===== src/rtl/irq_ctrl.sv =====
// ---------------------------------------------------------------------------
// irq_ctrl - multi-source interrupt controller feeding the core's single
// interrupt input.
//
// Each raw source is synchronised, then latched into a pending bit either on
// a rising edge or while high (per-source mode). Among enabled pending
// sources the lowest index wins. A single request is presented to the core
// at a time, and the core acknowledges it with a claim/complete handshake.
//
// Ports:
//   clk          system clock
//   reset        asynchronous, active-low reset
//   src_irq      raw asynchronous interrupt requests, one per source
//   cfg_en       per-source enable (masks arbitration only, not latching)
//   cfg_edge     per-source mode: 1 = rising edge, 0 = level-high
//   claim        core acknowledges the presented request (1-cycle strobe)
//   complete     handler finished (1-cycle strobe)
//   complete_id  ID of the source being completed
//   intrrupt     request to core (pulse or level, see PULSE_OUT)
//   irq_id       ID (index+1) of presented / in-service source, 0 when idle
//   pending      raw pending bits, before enable masking
// ---------------------------------------------------------------------------
module irq_ctrl #(
    parameter int NUM_SRC     = 4,
    parameter int ID_W        = $clog2(NUM_SRC + 1),
    parameter int SYNC_STAGES = 2,
    parameter int PULSE_OUT   = 1
) (
    input  logic               clk,
    input  logic               reset,
    input  logic [NUM_SRC-1:0] src_irq,
    input  logic [NUM_SRC-1:0] cfg_en,
    input  logic [NUM_SRC-1:0] cfg_edge,
    input  logic               claim,
    input  logic               complete,
    input  logic [ID_W-1:0]    complete_id,
    output logic               intrrupt,
    output logic [ID_W-1:0]    irq_id,
    output logic [NUM_SRC-1:0] pending
);

    typedef enum logic [1:0] {
        IDLE    = 2'd0,
        PRESENT = 2'd1,
        SERVICE = 2'd2
    } state_t;

    state_t             state_q, state_d;
    logic [NUM_SRC-1:0] sync_q [SYNC_STAGES];
    logic [NUM_SRC-1:0] sync_d [SYNC_STAGES];
    logic [NUM_SRC-1:0] s_prev_q, s_prev_d;
    logic [NUM_SRC-1:0] pending_q, pending_d;
    logic [ID_W-1:0]    id_q, id_d;
    logic               int_q, int_d;

    logic [NUM_SRC-1:0] s;        // synchronised sources
    logic [NUM_SRC-1:0] rise;     // rising edge of synchronised sources
    logic [NUM_SRC-1:0] sel;      // one-hot of the source named by id_q
    logic [NUM_SRC-1:0] req;      // arbitration candidates
    logic [NUM_SRC-1:0] held;     // source claimed now or in service
    logic [ID_W-1:0]    win_id;
    logic               claim_ok;
    logic               drop;

    // Synchroniser chain: stage 0 samples the raw inputs.
    always_comb begin
        sync_d[0] = src_irq;
        for (int k = 1; k < SYNC_STAGES; k++) begin
            sync_d[k] = sync_q[k-1];
        end
    end

    assign s        = sync_q[SYNC_STAGES-1];
    assign s_prev_d = s;
    assign rise     = s & ~s_prev_q;
    assign req      = pending_q & cfg_en;
    assign claim_ok = (state_q == PRESENT) && claim;
    assign held     = sel & {NUM_SRC{claim_ok || (state_q == SERVICE)}};

    generate
        for (genvar gi = 0; gi < NUM_SRC; gi++) begin : g_src
            assign sel[gi] = (id_q == ID_W'(gi + 1));

            // Edge: a new edge beats a same-cycle claim clear and can re-pend
            // the in-service source (one deep). Level: follows the input, but
            // the claimed / in-service source is gated until completion.
            always_comb begin
                if (cfg_edge[gi]) begin
                    pending_d[gi] = rise[gi] | (pending_q[gi] & ~(sel[gi] & claim_ok));
                end else begin
                    pending_d[gi] = s[gi] & ~held[gi];
                end
            end
        end
    endgenerate

    // Fixed priority: lowest index wins.
    always_comb begin
        win_id = '0;
        for (int i = NUM_SRC - 1; i >= 0; i--) begin
            if (req[i]) begin
                win_id = ID_W'(i + 1);
            end
        end
    end

    // Presented source was disabled, or its level request went away.
    assign drop = |(sel & ~cfg_en) || |(sel & ~cfg_edge & ~pending_q);

    always_comb begin
        state_d = state_q;
        id_d    = id_q;
        int_d   = 1'b0;
        case (state_q)
            IDLE: begin
                id_d = '0;
                if (|req) begin
                    state_d = PRESENT;
                    id_d    = win_id;
                    int_d   = 1'b1;
                end
            end
            PRESENT: begin
                if (claim) begin
                    state_d = SERVICE;
                end else if (drop) begin
                    state_d = IDLE;
                    id_d    = '0;
                end else begin
                    int_d = (PULSE_OUT == 0);
                end
            end
            SERVICE: begin
                if (complete && (complete_id == id_q)) begin
                    state_d = IDLE;
                    id_d    = '0;
                end
            end
            default: begin
                state_d = IDLE;
                id_d    = '0;
            end
        endcase
    end

    always_ff @(posedge clk or negedge reset) begin
        if (!reset) begin
            for (int k = 0; k < SYNC_STAGES; k++) begin
                sync_q[k] <= '0;
            end
            s_prev_q  <= '0;
            pending_q <= '0;
            state_q   <= IDLE;
            id_q      <= '0;
            int_q     <= 1'b0;
        end else begin
            for (int k = 0; k < SYNC_STAGES; k++) begin
                sync_q[k] <= sync_d[k];
            end
            s_prev_q  <= s_prev_d;
            pending_q <= pending_d;
            state_q   <= state_d;
            id_q      <= id_d;
            int_q     <= int_d;
        end
    end

    assign intrrupt = int_q;
    assign irq_id   = id_q;
    assign pending  = pending_q;

endmodule


===== config.mk =====
export PLATFORM = sky130hd
export DESIGN_NAME = irq_ctrl
export DESIGN_NICKNAME = d
export VERILOG_FILES = /design/src/rtl/irq_ctrl.sv
export SDC_FILE = /design/constraint.sdc
export NUM_CORES = 1
export LEC_CHECK = 0
export CAP_MARGIN = 20
export CORE_AREA = 5 5 56 58
export CTS_BUF_LIST = sky130_fd_sc_hd__clkbuf_8 sky130_fd_sc_hd__clkbuf_16
export DETAILED_ROUTE_END_ITERATION = 16
export DIE_AREA = 0 0 61 63
export PLACE_DENSITY = 0.72
export SLEW_MARGIN = 30
export SYNTH_ARGS = -nofsm -noshare
export SYNTH_HDL_FRONTEND = slang
export SYNTH_SLANG_ARGS = --single-unit

===== constraint.sdc =====
create_clock -name clk -period 1.4 [get_ports clk]
set_clock_uncertainty 0.1 [all_clocks]
set_input_delay 0.21 -clock clk [delete_from_list [all_inputs] [get_ports clk]]
set_output_delay 0.21 -clock clk [all_outputs]
set_load 0.05 [all_outputs]

After elaboration in Yosys (flattened, before gate mapping)
Index checks and enable logic that the tools add are counted.
{"block": "totals", "register_bits": 22, "latch_bits": 0, "ramBits": 0, "romBits": 0, "output_inout_bits": 8, "elab_cells": 83, "n_memories": 0}
{"block": "op_classes", "add_sub_neg": 0, "n_mul": 0, "div": 0, "magnitude_cmp": 0, "eq_ne": 12, "shift": 0, "muxes": 20, "bitwise_logic": 34, "reduce_logical": 10}
{"op": "4-bit bitwise AND", "n": 6}
{"op": "3-bit 2-to-1 mux", "n": 8}
{"op": "4-bit inverter", "n": 4}
{"op": "1-bit bitwise AND", "n": 12}
{"op": "4-bit OR reduction", "n": 3}
{"op": "3-bit case mux with 3 select lines", "n": 1}
{"op": "2-bit 2-to-1 mux", "n": 4}
{"op": "1-bit inverter", "n": 8}
{"op": "3-bit by 2-bit == test with 1-bit output (second input constant)", "n": 2}
{"op": "1-bit 2-to-1 mux", "n": 6}
{"op": "2-bit inequality test (second input constant)", "n": 3}
{"op": "2-bit case mux with 3 select lines", "n": 1}
{"op": "3-bit AND reduction", "n": 2}
{"op": "1-bit bitwise OR", "n": 4}
{"op": "3-bit by 1-bit == test with 1-bit output (second input constant)", "n": 1}
{"op": "3-bit == test", "n": 1}
{"op": "3-bit == test (second input constant)", "n": 1}
{"op": "3-bit inequality test (second input constant)", "n": 1}
{"op": "2-bit by 1-bit == test with 1-bit output (second input constant)", "n": 1}
{"op": "2-bit == test (second input constant)", "n": 1}
{"op": "1-bit logical AND", "n": 2}
{"op": "2-bit zero test", "n": 1}
{"op": "1-bit logical OR", "n": 2}
{"op": "2-bit by 1-bit inequality test with 1-bit output (second input constant)", "n": 1}

Depth between registers and ports, before layout
{"block": "depth", "ltp_word": 8, "depth_mapped": 5, "ltp_nobuf": 4}

Worst setup path after synthesis
OpenSTA, ideal clock, no wires.
{"block": "synth_timing", "kind": "reg2reg", "from": "register id_q[0] (netlist: irq_id[0])", "to": "register id_q[0] (netlist: irq_id[0])", "setup_ns": 0.135, "t_arrival_ns": 1.427, "slack_ns": -0.262, "path_stages_with_launch": 6, "period_less_slack_ns": 1.662, "cell_sequence": "dfrtp_1 > clkbuf_4 > nor3b_4 > a22oi_4 > nand4_1 > o311ai_1"}
{"block": "synth_via", "elab_chain_len": 7}
{"item": "from (decl)", "line_no": "53", "rtl": "logic [ID_W-1:0] id_q, id_d;"}
{"item": "from (signal assigned)", "line_no": "163", "rtl": "id_q <= id_d;"}
{"item": "3-bit by 1-bit == test with 1-bit output, or another cell as far along", "line_no": "82", "rtl": "assign sel[gi] = (id_q == ID_W'(gi + 1));"}
{"item": "4-bit bitwise AND (2 in a row)", "line_no": "108", "rtl": "assign drop = |(sel & ~cfg_en) || |(sel & ~cfg_edge & ~pending_q);"}
{"item": "4-bit OR reduction", "line_no": "108"}
{"item": "1-bit logical OR", "line_no": "108"}
{"item": "2-bit inequality test (no line)"}
{"item": "3-bit AND reduction (no line) (*)"}
Mark *: on every way between the ends. The rest lies on a longest branch, timed or not.
A chain may end at the register's enable or synchronous reset.

Worst setup path after layout
{"block": "layout_timing", "from": "register id_q[2] (netlist: irq_id[2])", "to": "register id_q[0] (netlist: irq_id[0])"}
Same word-level chain as after synthesis.

==> results_dict.tcl <==
set metrics [dict create \
    fp.dieArea_mm2 0.00384 \
    cts_buffers 3 \
    path_cells "xnor2_2, a41oi_2, o21ai_1, o311ai_2" \
    wl_um 2310 \
    finalHoldViolCount 0 \
    critPathLaunchType "flip-flop" \
    track_usage_pct 12.7 \
    die_h_um 63 \
    maxSlewViolCount 0 \
    async_flop_share_pct 100 \
    synth_top_cells_by_count "22 x dfrtp_1, 13 x o21ai_1, 6 x o21ai_0" \
    drtIter0Drc 21 \
    finalNonFillerCells 156 \
    yosysUniqueCellTypes 32 \
    syn-cell-area_mm2 0.00105 \
    placed_cells 149 \
    coreArea_mm2 0.00262 \
    syn-mean-instance-area_um2 11.8 \
    reg2regPathDepth 4 \
    synth.most_common_cell "dfrtp_1" \
    grt_pass1_wl_um 3620 \
    violations "negative setup slack" \
    antenna_found_initial 0 \
    slew_headroom_pct 78.0 \
    clk_latency_ns 0.26 \
    ir_drop_mv 1.04 \
    grt_pass1_vias 821 \
    hold_class "in -> async" \
    cts_tree "yes" \
    ys_ff_latch 22 \
    gp_congestion 0.842 \
    ant_nets 0 \
    synthCells 89 \
    wire_per_inst_um 14.8 \
    place_area_mm2 0.00147 \
    ys_seq_area_share_pct 52.3 \
    io_pins 27 \
    cts_max_level 1 \
    rsz0062_at_grt "yes" \
    tightest_slew_ns 0.326 \
    cpPeakStageDelay_ns 0.50 \
    ys_warn_count 0 \
    antenna_cells 0 \
    cpMaxStageDelayCell "dfrtp_2" \
    dr.pass1.iters 4 \
    maxCapViolCount 0 \
    rows 19 \
    dp_hpwl_um 1700 \
    ys.flop_type "dfrtp_1" \
    clock_sinks 22 \
    portBuffers 26 \
    arrival_ns 1.45 \
    final.setup.tns_ns -0.0206 \
    nets 145 \
    clk_pin_slew_ns 0.07 \
    cts-hold-fix-buffers 0 \
    path_class "reg -> reg" \
    syn_nets 108 \
    leakage_nw 0.646 \
    endpoint_kind "flip-flop" \
    cts-root-buf "clkbuf_8" \
    area_delta_synth_final_pct 48.5 \
    power_density_mw_per_mm2 1690 \
    status "finished, violations left" \
    grt_overflow 0 \
    drt-vias-per-instance 5.45 \
    dr_total_vias 850 \
    synth_top_area_share_pct 52.3 \
    drc_errors 0 \
    setup_viol 1 \
    worst_slack_ns -0.0206 \
    drive_gt1_share_pct 33.6 \
    synth_edf_count 0 \
    clockBufferDepth 2 \
    die_w_um 61 \
    grt_max_degree 23 \
    period_share_pct 101 \
    fin_crit_ns 1.42 \
    synth_largest_area_cell "dfrtp_1" \
    finalInstanceArea_mm2 0.00156 \
    start_util_pct 40.3 \
    worstPathMaxFanout 8 \
    ys_top_cells_by_area "dfrtp_1 52%, o21ai_1 6.2%, buf_6 3.2%" \
    cp.required_ns 1.43 \
    fmax_mhz 704 \
]
## flip-flops by register name, indices dropped and copies added, names as in the netlist
register,cells
pending,4
s,4
s_prev_q,4
sync_d,4
irq_id,3
state_q,2
intrrupt,1
## timing repair
action | in CTS | in global routing
pin swaps | 7 | 4
resized for setup | 7 | 0
setup buffers | 2 | 1
hold endpoints to repair | 0 | 0
endpoints found under the setup margin | 2 | 5
## worst max-delay path: cells and delay by family (launching register included)
kind	cells	cell delay [ns]
AOI/OAI and AO/OA	3	0.52
DFF	1	0.50
xor gates and xnor gates	1	0.17
## worst paths after layout
check                               start  slack [ns]          to
worst max-delay path            irq_id[2]       -0.02   irq_id[0]
worst min-delay path                reset        0.19  pending[2]
worst max register to register  irq_id[2]       -0.02   irq_id[0]
worst min register to register  sync_d[0]        0.25        s[0]
max in group asynchronous           reset        0.76   irq_id[2]
min in group clk                sync_d[0]        0.25        s[0]
## logic make-up (layout without fill, tap and decap cells)
kind of cell,Yosys count,in the layout,synth area share (%)
AO/OA/AOI/OAI,33,33,22.2
buffers and inverters,6,42,4.63
XOR/XNOR,3,3,2.49
flip-flops,22,22,52.3
AND/OR/NAND/NOR,25,25,18.4
## layout by cell type, fill, tap and decap left out, drive strengths merged, types with 2 or more instances in the layout
| cell type | n |
|---|---|
| nor3b | 3 |
| clkdlybuf4s50 | 18 |
| and3b | 2 |
| buf | 18 |
| inv | 3 |
| a211oi | 2 |
| a21boi | 4 |
| dfrtp | 22 |
| nand2 | 2 |
| nand2b | 2 |
| nand4 | 4 |
| nor2b | 5 |
| nand3 | 3 |
| a22oi | 4 |
| clkbuf | 3 |
| xnor2 | 3 |
| o21ai | 19 |
## per-layer routing
| layer | vias up | global-route usage, % | routed length [µm] |
|---|---|---|---|
| met2 | 33 | 21.1 | 1170 |
| met1 | 411 | 15.2 | 943 |
| met3 | 5 | 2.27 | 149 |
| met5 | - | 0 | 0 |
| met4 | 0 | 6.23 | 46 |
| li1 | 401 | - | - |
## cell type report
type                    count  area [µm²]
fillers                   213        1050
flip-flops and latches     22         558
multi-input cells          61         492
repair buffers             36         423
clock buffers               3        41.3
well taps                  31        38.8
inverters                   2        7.51
clock inverters             1        3.75
## report_power, final
part / leakage [nW] / switching (W) / total (W) / internal, W
logic: 0.362 / 0.000628 / 0.00132 / 0.000688
registers: 0.257 / 0.000196 / 0.000948 / 0.000752
clock network: 0.0269 / 0.000188 / 0.000383 / 0.000195
## per-stage QoR
step	hold WS [ns]	setup WS [ns]	util [%]	total power, W
after floorplan	-0.186	-0.0723	-	0.00170
after global routing	0.233	-0.0699	59.8	0.00278
after global placement	0.235	-0.239	56.0	0.00214
after CTS	0.204	-0.000393	59.5	0.00265
after detailed placement	0.236	-0.267	56.0	0.00216
final	0.193	-0.0206	59.8	0.00265
(Power assumes the default switching activity.)
